[src/rtl/fetch_pc_ctrl.sv]
// fetch_pc_ctrl: fetch-stage PC sequencer.
// Owns the fetch PC and resolves X-stage redirects. A redirect seen while an
// instruction-memory access is outstanding is parked in a one-entry pending
// buffer. That redirect is applied once the access completes. Each redirect
// opens a counted flush window that squashes wrong-path F/D instructions.
// Optional feature macro: FETCH_PC_CTRL_STATS_EN adds saturating counters for
// taken and not-taken conditional branches. Without it, those ports read 0.
module fetch_pc_ctrl #(
  parameter logic [31:0] RESET_PC     = 32'h4000_0000,
  parameter int unsigned FLUSH_CYCLES = 2
) (
  input  logic        clk,
  input  logic        rst_n,
  input  logic        stall,
  input  logic        imem_rdy,
  input  logic        x_valid,
  input  logic        x_is_jal,
  input  logic        x_is_branch,
  input  logic [2:0]  x_func3,
  input  logic        breq,
  input  logic        brlt,
  input  logic [31:0] x_target,
  output logic [31:0] pc,
  output logic [1:0]  pc_sel,
  output logic        fetch_valid,
  output logic        kill,
  output logic        redirect,
  output logic        illegal_br,
  output logic [31:0] br_taken_cnt,
  output logic [31:0] br_ntaken_cnt
);

  typedef enum logic [1:0] {
    S_BOOT  = 2'd0,
    S_RUN   = 2'd1,
    S_WAIT  = 2'd2,
    S_FLUSH = 2'd3
  } state_e;

  localparam logic [2:0] FLUSH_LOAD = 3'(FLUSH_CYCLES);

  state_e      state_q, state_d;
  logic [31:0] pc_q, pc_d;
  logic [2:0]  cnt_q, cnt_d;
  logic [31:0] pend_q, pend_d;
  logic        pend_v_q, pend_v_d;

  logic        br_cond;
  logic        f3_illegal;
  logic        x_live;
  logic        take;
  logic [31:0] pc_inc;

  // Branch condition decode from funct3 and comparator flags.
  always_comb begin
    // NOTE: every signal gets a default first so no path leaves it unassigned (no latch).
    br_cond    = 1'b0;
    f3_illegal = 1'b0;
    case (x_func3)
      3'b000:         br_cond = breq;
      3'b001:         br_cond = !breq;
      3'b100, 3'b110: br_cond = brlt;
      3'b101, 3'b111: br_cond = !brlt;
      default:        f3_illegal = 1'b1;
    endcase
  end

  // X inputs are only honoured once booted and outside the flush window.
  assign x_live = x_valid && (state_q == S_RUN || state_q == S_WAIT);
  assign take   = x_live && (x_is_jal || (x_is_branch && br_cond));
  assign pc_inc = pc_q + 32'd4;

  // Next-state logic. Priority: redirect, then imem wait, then stall, then sequential.
  always_comb begin
    state_d  = state_q;
    pc_d     = pc_q;
    cnt_d    = cnt_q;
    pend_d   = pend_q;
    pend_v_d = pend_v_q;
    case (state_q)
      S_BOOT: state_d = S_RUN;
      S_RUN: begin
        if (take) begin
          pc_d    = x_target;
          cnt_d   = FLUSH_LOAD;
          state_d = S_FLUSH;
        end else if (!imem_rdy) begin
          state_d = S_WAIT;
        end else if (!stall) begin
          pc_d = pc_inc;
        end
      end
      S_WAIT: begin
        if (imem_rdy) begin
          if (take || pend_v_q) begin
            // A redirect arriving on the completing cycle is newer than the parked one.
            pc_d     = take ? x_target : pend_q;
            pend_v_d = 1'b0;
            cnt_d    = FLUSH_LOAD;
            state_d  = S_FLUSH;
          end else begin
            state_d = S_RUN;
            if (!stall) pc_d = pc_inc;
          end
        end else if (take) begin
          // The address must not change mid-access, so the redirect is parked.
          pend_d   = x_target;
          pend_v_d = 1'b1;
        end
      end
      S_FLUSH: begin
        // An outstanding access freezes both the PC and the flush countdown.
        if (imem_rdy) begin
          if (!stall) pc_d = pc_inc;
          if (cnt_q <= 3'd1) begin
            cnt_d   = 3'd0;
            state_d = S_RUN;
          end else begin
            cnt_d = cnt_q - 3'd1;
          end
        end
      end
      default: state_d = S_BOOT;
    endcase
  end

  // State registers with asynchronous reset to the boot vector.
  always_ff @(posedge clk or negedge rst_n) begin
    if (!rst_n) begin
      state_q  <= S_BOOT;
      pc_q     <= RESET_PC;
      cnt_q    <= 3'd0;
      pend_q   <= 32'd0;
      pend_v_q <= 1'b0;
    end else begin
      // NOTE: sequential state uses non-blocking assignments so all registers update together.
      state_q  <= state_d;
      pc_q     <= pc_d;
      cnt_q    <= cnt_d;
      pend_q   <= pend_d;
      pend_v_q <= pend_v_d;
    end
  end

  assign pc          = pc_q;
  assign kill        = (state_q == S_FLUSH);
  assign fetch_valid = imem_rdy && !stall && (state_q == S_RUN || state_q == S_FLUSH);
  assign redirect    = take;
  assign pc_sel      = take ? (x_is_jal ? 2'd0 : 2'd1) : 2'd2;
  assign illegal_br  = x_valid && x_is_branch && f3_illegal;

`ifdef FETCH_PC_CTRL_STATS_EN
  logic        br_eval;
  logic [31:0] tk_q, nt_q;

  assign br_eval = x_live && x_is_branch && !x_is_jal;

  // Saturating counters of evaluated conditional branches.
  always_ff @(posedge clk or negedge rst_n) begin
    if (!rst_n) begin
      tk_q <= 32'd0;
      nt_q <= 32'd0;
    end else if (br_eval) begin
      if (br_cond && tk_q != '1)  tk_q <= tk_q + 32'd1;
      if (!br_cond && nt_q != '1) nt_q <= nt_q + 32'd1;
    end
  end

  assign br_taken_cnt  = tk_q;
  assign br_ntaken_cnt = nt_q;
`else
  assign br_taken_cnt  = 32'd0;
  assign br_ntaken_cnt = 32'd0;
`endif

endmodule

[config.mk]
export PLATFORM = sky130hd
export DESIGN_NAME = fetch_pc_ctrl
export DESIGN_NICKNAME = d
export VERILOG_FILES = /design/src/rtl/fetch_pc_ctrl.sv
export SDC_FILE = /design/constraint.sdc
export NUM_CORES = 1
export LEC_CHECK = 0
export BUFFER_PORTS_ARGS = -buffer_cell sky130_fd_sc_hd__buf_2
export CAP_MARGIN = 20
export CORE_ASPECT_RATIO = 1.2
export CORE_UTILIZATION = 55
export CTS_CLUSTER_SIZE = 10
export DETAILED_ROUTE_END_ITERATION = 12
export PLACE_DENSITY = 0.86
export SYNTH_ARGS = -nofsm -noshare
export SYNTH_HDL_FRONTEND = slang
export SYNTH_SLANG_ARGS = --single-unit
[constraint.sdc]
create_clock -name clk -period 3 [get_ports clk]
set_input_delay 0.3 -clock clk [delete_from_list [all_inputs] [get_ports clk]]
set_output_delay 0.3 -clock clk [all_outputs]
set_load 0.1 [all_outputs]
* Word level (Yosys, flattened, before mapping)
Index checks and enable logic that the tools add are counted.
Storage, ports and cells: register bits 70, input bits 44, logic and storage cells 77
Operators by class: add/subtract/negate cells 2, $lt $le $gt $ge 1, eq/ne operators 15, muxes and demuxes 27, bitwise logic cells 1, reduce and logical (&&, ||, !) cells 26
Operators by type and width (count):
- two-way mux 32 bit | 6
- case mux 32 bit (3 select lines) | 1
- adder 32 x 3 -> 32 bit, second input constant | 1
- two-way mux 3 bit | 5
- two-way mux 2 bit | 7
- == test 3 bit, second input constant | 4
- case mux 3 bit (3 select lines) | 1
- case mux 2 bit (4 select lines) | 1
- logical AND 1 bit | 7
- inequality test 2 x 1 -> 1 bit, second input constant | 3
- inequality test 2 bit, second input constant | 3
- OR reduction 6 bit | 1
- two-way mux 1 bit | 5
- AND reduction 5 bit | 1
- == test 2 bit, second input constant | 2
- logical OR 1 bit | 4
- case mux 1 bit (4 select lines) | 1
- AND reduction 2 bit | 2
- AND reduction 4 bit | 1
- OR reduction 2 bit | 2
- == test 3 x 1 -> 1 bit, second input constant | 1
- <= comparator 3 x 1 -> 1 bit, second input constant | 1
- zero test 1 bit | 3
- zero test 3 bit | 1
- 8 further kinds | 8

* Logic depth before layout (Yosys ltp)
Gate-level depths: netlist of the first run.
depth in word-level cells 10, mapped depth 9

* Worst setup path after synthesis of the first run
No wires, ideal clock.
path type input port to output port, start point in x_func3[2], end point out pc_sel[0], data arrival time 3560 ps, setup slack -860 ps, stages 6, path buffers 2, path through or3b_2 > o221ai_2 > nand2_1 > buf_1 > clkbuf_1 > nor2_1
On the way: word-level cells in the longest chain between the ends 7, elaborated cells on any way between the ends 13, classes of those cells eq/ne: 5; mux: 2; reduce/logical: 6
Ends and longest elaborated chain:
- start: declaration | RTL line 19 | input logic [2:0] x_func3,
- == test 3 bit | RTL line 59 | case (x_func3)
- OR reduction 2 bit (on tied branches)
- case mux 1 bit (4 select lines) (*) | RTL line 59
- logical AND 1 bit (*) | RTL line 70 | assign take = x_live && (x_is_jal || (x_is_branch && br_cond));
- logical OR 1 bit (*) | RTL line 70
- logical AND 1 bit (*) | RTL line 70
- two-way mux 2 bit (*) | RTL line 149 | assign pc_sel = take ? (x_is_jal ? 2'd0 : 2'd1) : 2'd2;
- end: declaration | RTL line 24 | output logic [1:0] pc_sel,
Mark *: on every way between the ends. The rest lies on a longest branch, timed or not.

* Final worst setup path of the first run
start point reg state_q[0], end point out redirect
On the way: word-level cells in the longest chain between the ends 4, elaborated cells on any way between the ends 5, classes of those cells eq/ne: 2; reduce/logical: 3
Ends and longest elaborated chain:
- start: declaration | RTL line 42 | state_e state_q, state_d;
- start signal: assignment | RTL line 137 | state_q <= state_d;
- == test 2 x 1 -> 1 bit / == test 2 bit (equally long branches) | RTL line 69 | assign x_live = x_valid && (state_q == S_RUN || state_q == S_WAIT);
- logical OR 1 bit (*) | RTL line 69
- logical AND 1 bit (*) | RTL line 69
- logical AND 1 bit (*) | RTL line 70
- end: declaration | RTL line 27 | output logic redirect,
Marked as above.

==> results.toml, run 1 <==
[logic_synthesis]
synthCells = 764
mappedNetlistArea_um2 = 6250
synth.avg_cell_area_um2 = 8.18
synth-edff-count = 0
synth_top_flop_cell = "sky130_fd_sc_hd__dfrtp_1"
ys_async_sr_fraction = 1.00
seq_total_area_yosys = 0.280
synth-seq-cells = 70
synth_cell_type_count = 78
yosysWarnings = 0

[setup_path]
critical_path_class = "reg2out"
cp_slowest_cell = "sky130_fd_sc_hd__inv_2"
worst_ep_arrival_time_ps = 2490
required_ps = 2700
worst_setup_path_start_kind = "flop"
critical_path.top_delay_family = "buffers and inverters"
critPathMaxFanout = 19
worstPathBufferInverterCount = 4
timing.critical_path.to_type = "output port"
max_stage_delay_on_crit_path_ps = 460
crit_path_cell_trace = "inv_1 -> ha_1 -> and2_1 -> nand2_2 -> inv_2 -> buf_4 -> buf_12"

[layout]
insertedDiodeCount = 0
num-nets-final = 901
multi_input_logic_area_um2 = 3980
layout.cells.non_filler = 987
ff_latch_area_um2 = 1760
design_area_um2 = 7180
filler_cell_count = 979
synthToLayoutAreaGrowth_pct = 14.9
drive_above_1_share = 0.261

[floorplan]
floorplan.initialDensity = 0.566
die_height_um = 119
dieArea_um2 = 11800
floorplan.io_pins = 146
core_region_area_um2 = 11000
placement_rows = 42
die_w_um = 99.3

[routing]
drc_errors = 0
route.detailed.vias_per_inst = 6.68
dr_total_vias = 6595
final_ant_viol_nets = 0
drt_wl_total_um = 20100
drtPass1Iterations = 6
first_iter_violations = 820
route.detailed.wl_per_inst_um = 20.4

[place]
post-place-cells = 971
portBuffers = 81
placement.setup.worst_slack_ps = 375
half_perimeter_wire_length_after_detailed_placement_um = 14000
finalWeightedCongestion = 1.03
place_area_um2 = 6840

[clock_network]
cts_inserted_buffers = 9
cts_tree = "built"
number_of_hold_buffers_added_after_cts = 0
clk_root_buffer_cell = "sky130_fd_sc_hd__clkbuf_16"
cts.path.max_buffers = 2
clock_tree.htree_level_count = 3
clkSlewWorstSetupHoldPaths_ps = 60
clock_sinks = 70
cts_resized = 0
postCtsSetupRepairBufs = 0
clk_latency_ps = 350

[power]
vdd.ir_drop.worst_v = 0.000776
power_dens_cells_nw_per_um2 = 1320
total_leakage_power_uw = 0.00312

[global_routing]
grt_pass1_vias = 6208
gr-usage-all-layers = 0.349
grt_remaining_overflow = 0
grt_max_degree = 43
grt_first_pass_wirelength_um = 32100
antenna_found_initial = 0

[timing]
max_freq_mhz = 358
skew_ps = 5.40
setup_repair_after_global_routing_missed_its_margin = "no"
post_route_setup_slack_ps = 210
post-route-min-period_ps = 2790
final-max-slew-violation-count = 0
hold_viol_final = 4
timing_worst_slew_pin_value_ps = 783
finalCritPeriodShare = 0.930
setup_tns_ps = 0
finalSetupViolations = 0
worst_slew_margin_rel = 0.475
fin_worst_hold_slack_ps = -4.85

[run_status]
status = "complete, but fails checks"
failing_checks = "hold timing"

[hold_path]
hold_path_class = "in2async"

[run]
max_cap_viol_count = 0
## area by class of cell
type | count | share of cell area
multi-input cells | 619 | 0.553
flip-flops and latches | 70 | 0.245
repair buffers | 135 | 0.124
clock buffers | 10 | 0.0319
well taps | 132 | 0.0230
clock inverters | 6 | 0.0153
inverters | 15 | 0.00784
## cell families (layout without fill, tap and decap cells)
kind of cell | after synthesis | in the layout | synth area share
compound gates | 220 | 220 | 0.234
xor+xnor | 28 | 28 | 0.0392
other cells | 1 | 64 | 0.000600
fa+ha+maj | 7 | 7 | 0.0140
simple gates | 245 | 245 | 0.209
flops | 70 | 70 | 0.280
mux | 55 | 55 | 0.0971
buf+inv | 138 | 166 | 0.126
## layer usage
layer / GRT usage / vias to the layer above / part of all wire
met5: 0 / - / 0
met4: 0.197 / 0 / 0.057
met3: 0.0828 / 125 / 0.12
met2: 0.554 / 527 / 0.46
met1: 0.434 / 3051 / 0.37
li1: - / 2892 / -
## placed cells by master, fill, tap and decap left out, drive strengths merged, types with 8 or more instances in the layout
cell	netlist	layout
buf	84	135
dfrtp	69	69
a21oi	68	68
conb	1	64
nand2	60	60
nor2	46	46
mux2	45	45
nand3	35	35
o21ai	34	34
nor3	21	21
nand4	21	21
a31oi	20	20
xnor2	17	17
o211ai	13	13
inv	13	13
xor2	11	11
a21o	11	11
o22ai	10	10
mux2i	10	10
clkbuf	39	10
and3	9	9
nor4	8	8
## sequential cells by signal (all words and copies together), names as in the netlist
signal	count
cnt_q	3
pc	32
pend_q	32
pend_v_q	1
state_q	2
## synth_stat cells (all sizes together), types with 13 or more instances
library cell | count | area, µm²
nand4 | 21 | 144
nor3 | 21 | 105
clkbuf | 39 | 148
xnor2 | 17 | 149
nor2 | 46 | 173
o211ai | 13 | 97.6
nand3 | 35 | 175
mux2 | 45 | 507
o21ai | 34 | 170
buf | 84 | 584
a31oi | 20 | 125
inv | 13 | 48.8
a21oi | 68 | 344
nand2 | 60 | 225
dfrtp | 69 | 1730
## worst paths after layout
check	startpoint	to	slack [ps]	depth (start not counted)
worst min register to register	pend_q[6]	pend_q[6]	510	1
worst max register to register	pc[2]	pc[18]	390	8
worst max-delay path	state_q[0]	redirect	210	7
max in group asynchronous	rst_n	pc[30]	2260	2
worst min-delay path	rst_n	pc[2]	-5	1
min in group clk	x_target[6]	pend_q[6]	210	2
## per-stage QoR
step                      total power [µW]   util
after floorplan                       6600      -
final                                 9480  0.651
after global routing                  9900  0.651
after global placement                7970  0.620
after detailed placement              8070  0.620
after CTS                             9360  0.651
## power by group
group	switching [µW]	internal [µW]
Clock	436	811
Combinational	4460	1820
Sequential	521	1430
No activity file was read; power rests on OpenSTA's default activity.
==> inputs of run 2 (changes only) <==
PLACE_DENSITY = 0.82   (was 0.86)
==> run 2 against run 1 <==
  * The run now ends clean
  * Largest power group unchanged
  * Die area unchanged
  * Sequential power is 4% higher
  * Final area shrank 0.91%
  * Final cell count increased by 0.20%
  * Wire length is 0.72% lower
  * First-iteration DRC count decreased by 0.24%
  * Global-route usage is 0.27 points lower
  * Combinational power down 2%
  * Register-to-register slack better by 60 ps
==> results.toml, run 2 (same netlist as run 1, synthesis figures left out) <==
[layout]
multi_input_logic_area_um2 = 3980
design_area_um2 = 7120
insertedDiodeCount = 0
layout.cells.most_common_list = "78 x sky130_fd_sc_hd__buf_2, 66 x sky130_fd_sc_hd__a21oi_1, 66 x sky130_fd_sc_hd__dfrtp_1"
ff_latch_area_um2 = 1760
synthToLayoutAreaGrowth_pct = 13.9
post-route-util = 0.645
drive_above_1_share = 0.260
layout.cells.non_filler = 989
layout.cells.most_common = "sky130_fd_sc_hd__buf_2"
num-nets-final = 903
filler_cell_count = 954

[timing]
skew_ps = 7.41
hold_viol_final = 0
max_freq_mhz = 353
worst_slew_margin_rel = 0.392
final-max-slew-violation-count = 0
finalCritPeriodShare = 0.945
post_route_setup_slack_ps = 164
post-route-min-period_ps = 2840
finalSetupViolations = 0
timing_worst_slew_pin_value_ps = 912
setup_repair_after_global_routing_missed_its_margin = "no"

[setup_path]
critical_path_class = "reg2out"
worst_reg_to_reg_cells = 5
critPathMaxFanout = 38
required_ps = 2700
regToRegEndpoint = "pc[23]"
worst_ep_arrival_time_ps = 2540
crit_path_cell_trace = "inv_1 -> ha_1 -> and2_1 -> nand2_2 -> buf_4 -> buf_2"
r2r_start = "pc[10]"
cp_slowest_cell = "sky130_fd_sc_hd__buf_2"
max_stage_delay_on_crit_path_ps = 520
worst_setup_path_start_kind = "flop"
rrSetupSlack_ps = 450
timing.critical_path.to_type = "output port"

[place]
portBuffers = 81
place_area_um2 = 6820
post-place-cells = 973
half_perimeter_wire_length_after_detailed_placement_um = 14100
finalWeightedCongestion = 0.971
placement.setup.worst_slack_ps = 423

[clock_network]
cts_inserted_buffers = 9
clkSlewWorstSetupHoldPaths_ps = 60
number_of_hold_buffers_added_after_cts = 0
cts.path.max_buffers = 2
cts_tree = "built"
clock_sinks = 70
clk_latency_ps = 350
clk_root_buffer_cell = "sky130_fd_sc_hd__clkbuf_16"
cts_resized = 0
postCtsSetupRepairBufs = 0
clock_tree.htree_level_count = 3

[global_routing]
globalRouteMet2Util = 0.520
grt_pass1_vias = 6051
global_route.usage.met1 = 0.447
gr-usage-all-layers = 0.347
grt_remaining_overflow = 0
grt_first_pass_wirelength_um = 31500
groute.layer.met3.usage = 0.0822
grt_max_degree = 71
highest_utilization_routing_layer_at_the_global_route_stage = "met2"
antenna_found_initial = 0

[routing]
first_iter_violations = 818
drt_wl_total_um = 20000
drc_errors = 0
route.detailed.wl_per_inst_um = 20.2
route.detailed.vias_per_inst = 6.60
dr_total_vias = 6523
drtPass1Iterations = 7
final_ant_viol_nets = 0

[hold_path]
hold_path_class = "in2async"

[run]
max_cap_viol_count = 0

[floorplan]
floorplan.io_pins = 146
die_height_um = 119
core_region_area_um2 = 11000
dieArea_um2 = 11800
die_w_um = 99.3
floorplan.initialDensity = 0.566
placement_rows = 42

[run_status]
status = "finished clean"

[power]
total_leakage_power_uw = 0.00311
vdd.ir_drop.worst_v = 0.000891
power_dens_cells_nw_per_um2 = 1300
-- run 2: cell count changes in the layout (fill, tap and decap cells not counted), moves of 2 or more --
cell and delta:
sky130_fd_sc_hd__clkbuf_1 +2, sky130_fd_sc_hd__bufinv_16 -2, sky130_fd_sc_hd__buf_12 -3, sky130_fd_sc_hd__clkinvlp_4 -2, sky130_fd_sc_hd__buf_4 +6
-- run 2: worst max path at each step --
stage	start	endpoint	slack, ps	depth (start not counted)
after global placement	x_func3[2]	pc[29]	450	7
after global routing	state_q[0]	pc_sel[1]	90	6
after floorplan	state_q[0]	pc_sel[0]	-180	7
after detailed placement	x_func3[2]	pc[24]	420	8
final	state_q[0]	pc_sel[1]	160	6
after CTS	state_q[0]	pc_sel[1]	200	6
-- run 2: cell type report --
type,instances,area share
clock inverter,3,0.00615
inverter,15,0.00791
multi-input combinational,619,0.558
clock buffer,13,0.0352
timing repair buffer,137,0.122
tap,132,0.0232
sequential,70,0.247
-- run 2: critical path: cells and delay by family, from the launching register on --
kind | cells | cell delay [ps]
buf+inv | 3 | 1020
simple gates | 2 | 360
fa+ha+maj | 1 | 390
flops | 1 | 370
-- run 2: routing by layer --
| metal | routed length [µm] | vias to the layer above |
|---|---|---|
| met2 | 8920 | 490 |
| met3 | 2210 | 126 |
| met4 | 1220 | 0 |
| li1 | - | 2897 |
| met1 | 7620 | 3010 |
| met5 | 0 | - |
-- run 2: metrics by stage --
step	hold slack, ps	power [µW]	TNS, ps
CTS	125	9160	0
global route	163	9720	0
finish	88.0	9270	0
global placement	484	7970	0
detailed placement	487	8050	0
floorplan	4.41	6600	-234
-- run 2: power breakdown --
group	internal (µW)	leakage (µW)	total, µW	switching (µW)
clock network	667	0.000144	1080	413
registers	1430	0.000864	2020	588
logic	1800	0.00210	6180	4370
==> inputs of run 3 (changes only) <==
CAP_MARGIN = 15   (was 20)
CORE_MARGIN = 2   (was default)
clock period = 3.5 ns   (was 3 ns; I/O delays follow)
==> run 3 against run 2 <==
  * Total power decreased by 15%
  * Final area decreased by 2.0%
  * Critical path type is now reg2reg
  * Critical path depth increased by 2
  * Sequential power decreased by 11%
  * Worst hold slack improved by 53 ps
  * Sequential cell count unchanged
==> results.toml, run 3 (same netlist as run 1, synthesis figures left out) <==
[timing]
finalCritPeriodShare = 0.846
timing_worst_slew_pin_value_ps = 916
setup_tns_ps = 0
setup_repair_after_global_routing_missed_its_margin = "no"
worst_slew_margin_rel = 0.389
skew_ps = 6.91
final-max-slew-violation-count = 0
post-route-min-period_ps = 2960
post_route_setup_slack_ps = 539
fin_worst_hold_slack_ps = 141
max_freq_mhz = 338
finalSetupViolations = 0
hold_viol_final = 0

[layout]
synthToLayoutAreaGrowth_pct = 11.7
num-nets-final = 880
drive_above_1_share = 0.240
layout.cells.most_common_list = "78 x sky130_fd_sc_hd__buf_2, 69 x sky130_fd_sc_hd__dfrtp_1, 66 x sky130_fd_sc_hd__a21oi_1"
filler_cell_count = 999
ff_latch_area_um2 = 1750
layout.cells.non_filler = 966
layout.cells.most_common = "sky130_fd_sc_hd__buf_2"
insertedDiodeCount = 0
multi_input_logic_area_um2 = 3970

[clock_network]
clk_root_buffer_cell = "sky130_fd_sc_hd__clkbuf_16"
cts.path.max_buffers = 2
clock_tree.htree_level_count = 3
clk_latency_ps = 340
postCtsSetupRepairBufs = 0
clkSlewWorstSetupHoldPaths_ps = 60
number_of_hold_buffers_added_after_cts = 0
cts_resized = 0
cts_inserted_buffers = 9
cts_tree = "built"
clock_sinks = 70

[power]
total_leakage_power_uw = 0.00302
power_dens_cells_nw_per_um2 = 1140
vdd.ir_drop.worst_v = 0.000765

[setup_path]
worst_reg_to_reg_cells = 8
critPathMaxFanout = 13
cp_slowest_cell = "sky130_fd_sc_hd__nand2_1"
crit_path_cell_trace = "inv_1 -> ha_1 -> nand2_1 -> o21ai_1 -> buf_4 -> or4_1 -> o211ai_1 -> a22o_1"
required_ps = 3780
worst_ep_arrival_time_ps = 3240
critical_path.top_delay_family = "simple AND/OR/NAND/NOR gates"
max_stage_delay_on_crit_path_ps = 550
worstPathBufferInverterCount = 2
rrSetupSlack_ps = 540
r2r_start = "state_q[0]"
regToRegEndpoint = "pc[25]"
worst_setup_path_start_kind = "flop"
timing.critical_path.to_type = "flop"
critical_path_class = "reg2reg"

[place]
finalWeightedCongestion = 0.986
post-place-cells = 950
portBuffers = 81
half_perimeter_wire_length_after_detailed_placement_um = 14400
placement.setup.worst_slack_ps = 643

[floorplan]
floorplan.io_pins = 146
core_region_area_um2 = 11000
die_w_um = 101
dieArea_um2 = 12200
die_height_um = 121
floorplan.initialDensity = 0.566
placement_rows = 42

[global_routing]
gr-usage-all-layers = 0.339
antenna_found_initial = 0
grt_remaining_overflow = 0
grt_max_degree = 71
grt_pass1_vias = 5996
grt_first_pass_wirelength_um = 32000

[run_status]
status = "finished clean"

[routing]
route.detailed.vias_per_inst = 6.68
dr_total_vias = 6453
final_ant_viol_nets = 0
drc_errors = 0
first_iter_violations = 745
route.detailed.wl_per_inst_um = 21.4
drtPass1Iterations = 7
drt_wl_total_um = 20700

[hold_path]
hold_path_class = "in2async"

[run]
max_cap_viol_count = 0
-- run 3: changes by cell type in the layout (fill, tap and decap cells not counted), sizes merged --
| cell | previous run | this run |
|---|---|---|
| clkbuf | 13 | 10 |
| buf | 137 | 114 |
| bufinv | 1 | 2 |
| clkinvlp | 0 | 2 |
-- run 3: metal layers --
layer  track usage  vias to the layer above  share of wire
li1              -                     2849              -
met2         0.538                      477           0.47
met1         0.444                     3047           0.38
met5             0                        -              0
met4         0.161                        0          0.042
met3        0.0601                       80           0.11
-- run 3: how the worst max path moves through the flow --
| stage | from | end | slack [ps] | cells past startpoint |
|---|---|---|---|---|
| 2_1_floorplan | x_func3[2] | pc_sel[0] | -5 | 6 |
| 3_3_place_gp | state_q[0] | pc[25] | 640 | 8 |
| 3_5_place_dp | state_q[0] | pc[25] | 640 | 8 |
| 4_1_cts | state_q[0] | pc[25] | 620 | 8 |
| 5_1_grt | state_q[0] | pc[25] | 450 | 8 |
| 6_report | state_q[0] | pc[25] | 540 | 8 |
-- run 3: worst reg2reg max path: cells and delay by family (launching register included) --
kind	cells	cell delay [ps]
AND/OR/NAND/NOR	2	1080
AO/OA/AOI/OAI	3	670
flip-flops	1	390
buffers and inverters	2	380
adder cells (fa/ha/maj)	1	380
-- run 3: layout make-up --
cell class                 instances  area share
timing repair buffer             114       0.102
tap                              132      0.0237
sequential                        70       0.251
clock inverter                     6      0.0122
clock buffer                      10      0.0342
inverter                          15     0.00807
multi-input combinational        619       0.569
-- run 3: where the power goes --
part           total, µW  internal, µW  switching, µW
clock               1010           641            368
sequential          1800          1220            578
combinational       5120          1440           3680
total               7920          3300           4630
-- run 3: stage by stage --
| step | total power [µW] | util | instance area [µm²] |
|---|---|---|---|
| finish | 7920 | 0.632 | 6980 |
| global route | 8290 | 0.632 | 6980 |
| CTS | 7830 | 0.632 | 6980 |
| detailed placement | 6800 | 0.603 | 6660 |
| global placement | 6760 | 0.603 | 6660 |
| floorplan | 5650 | - | 6490 |
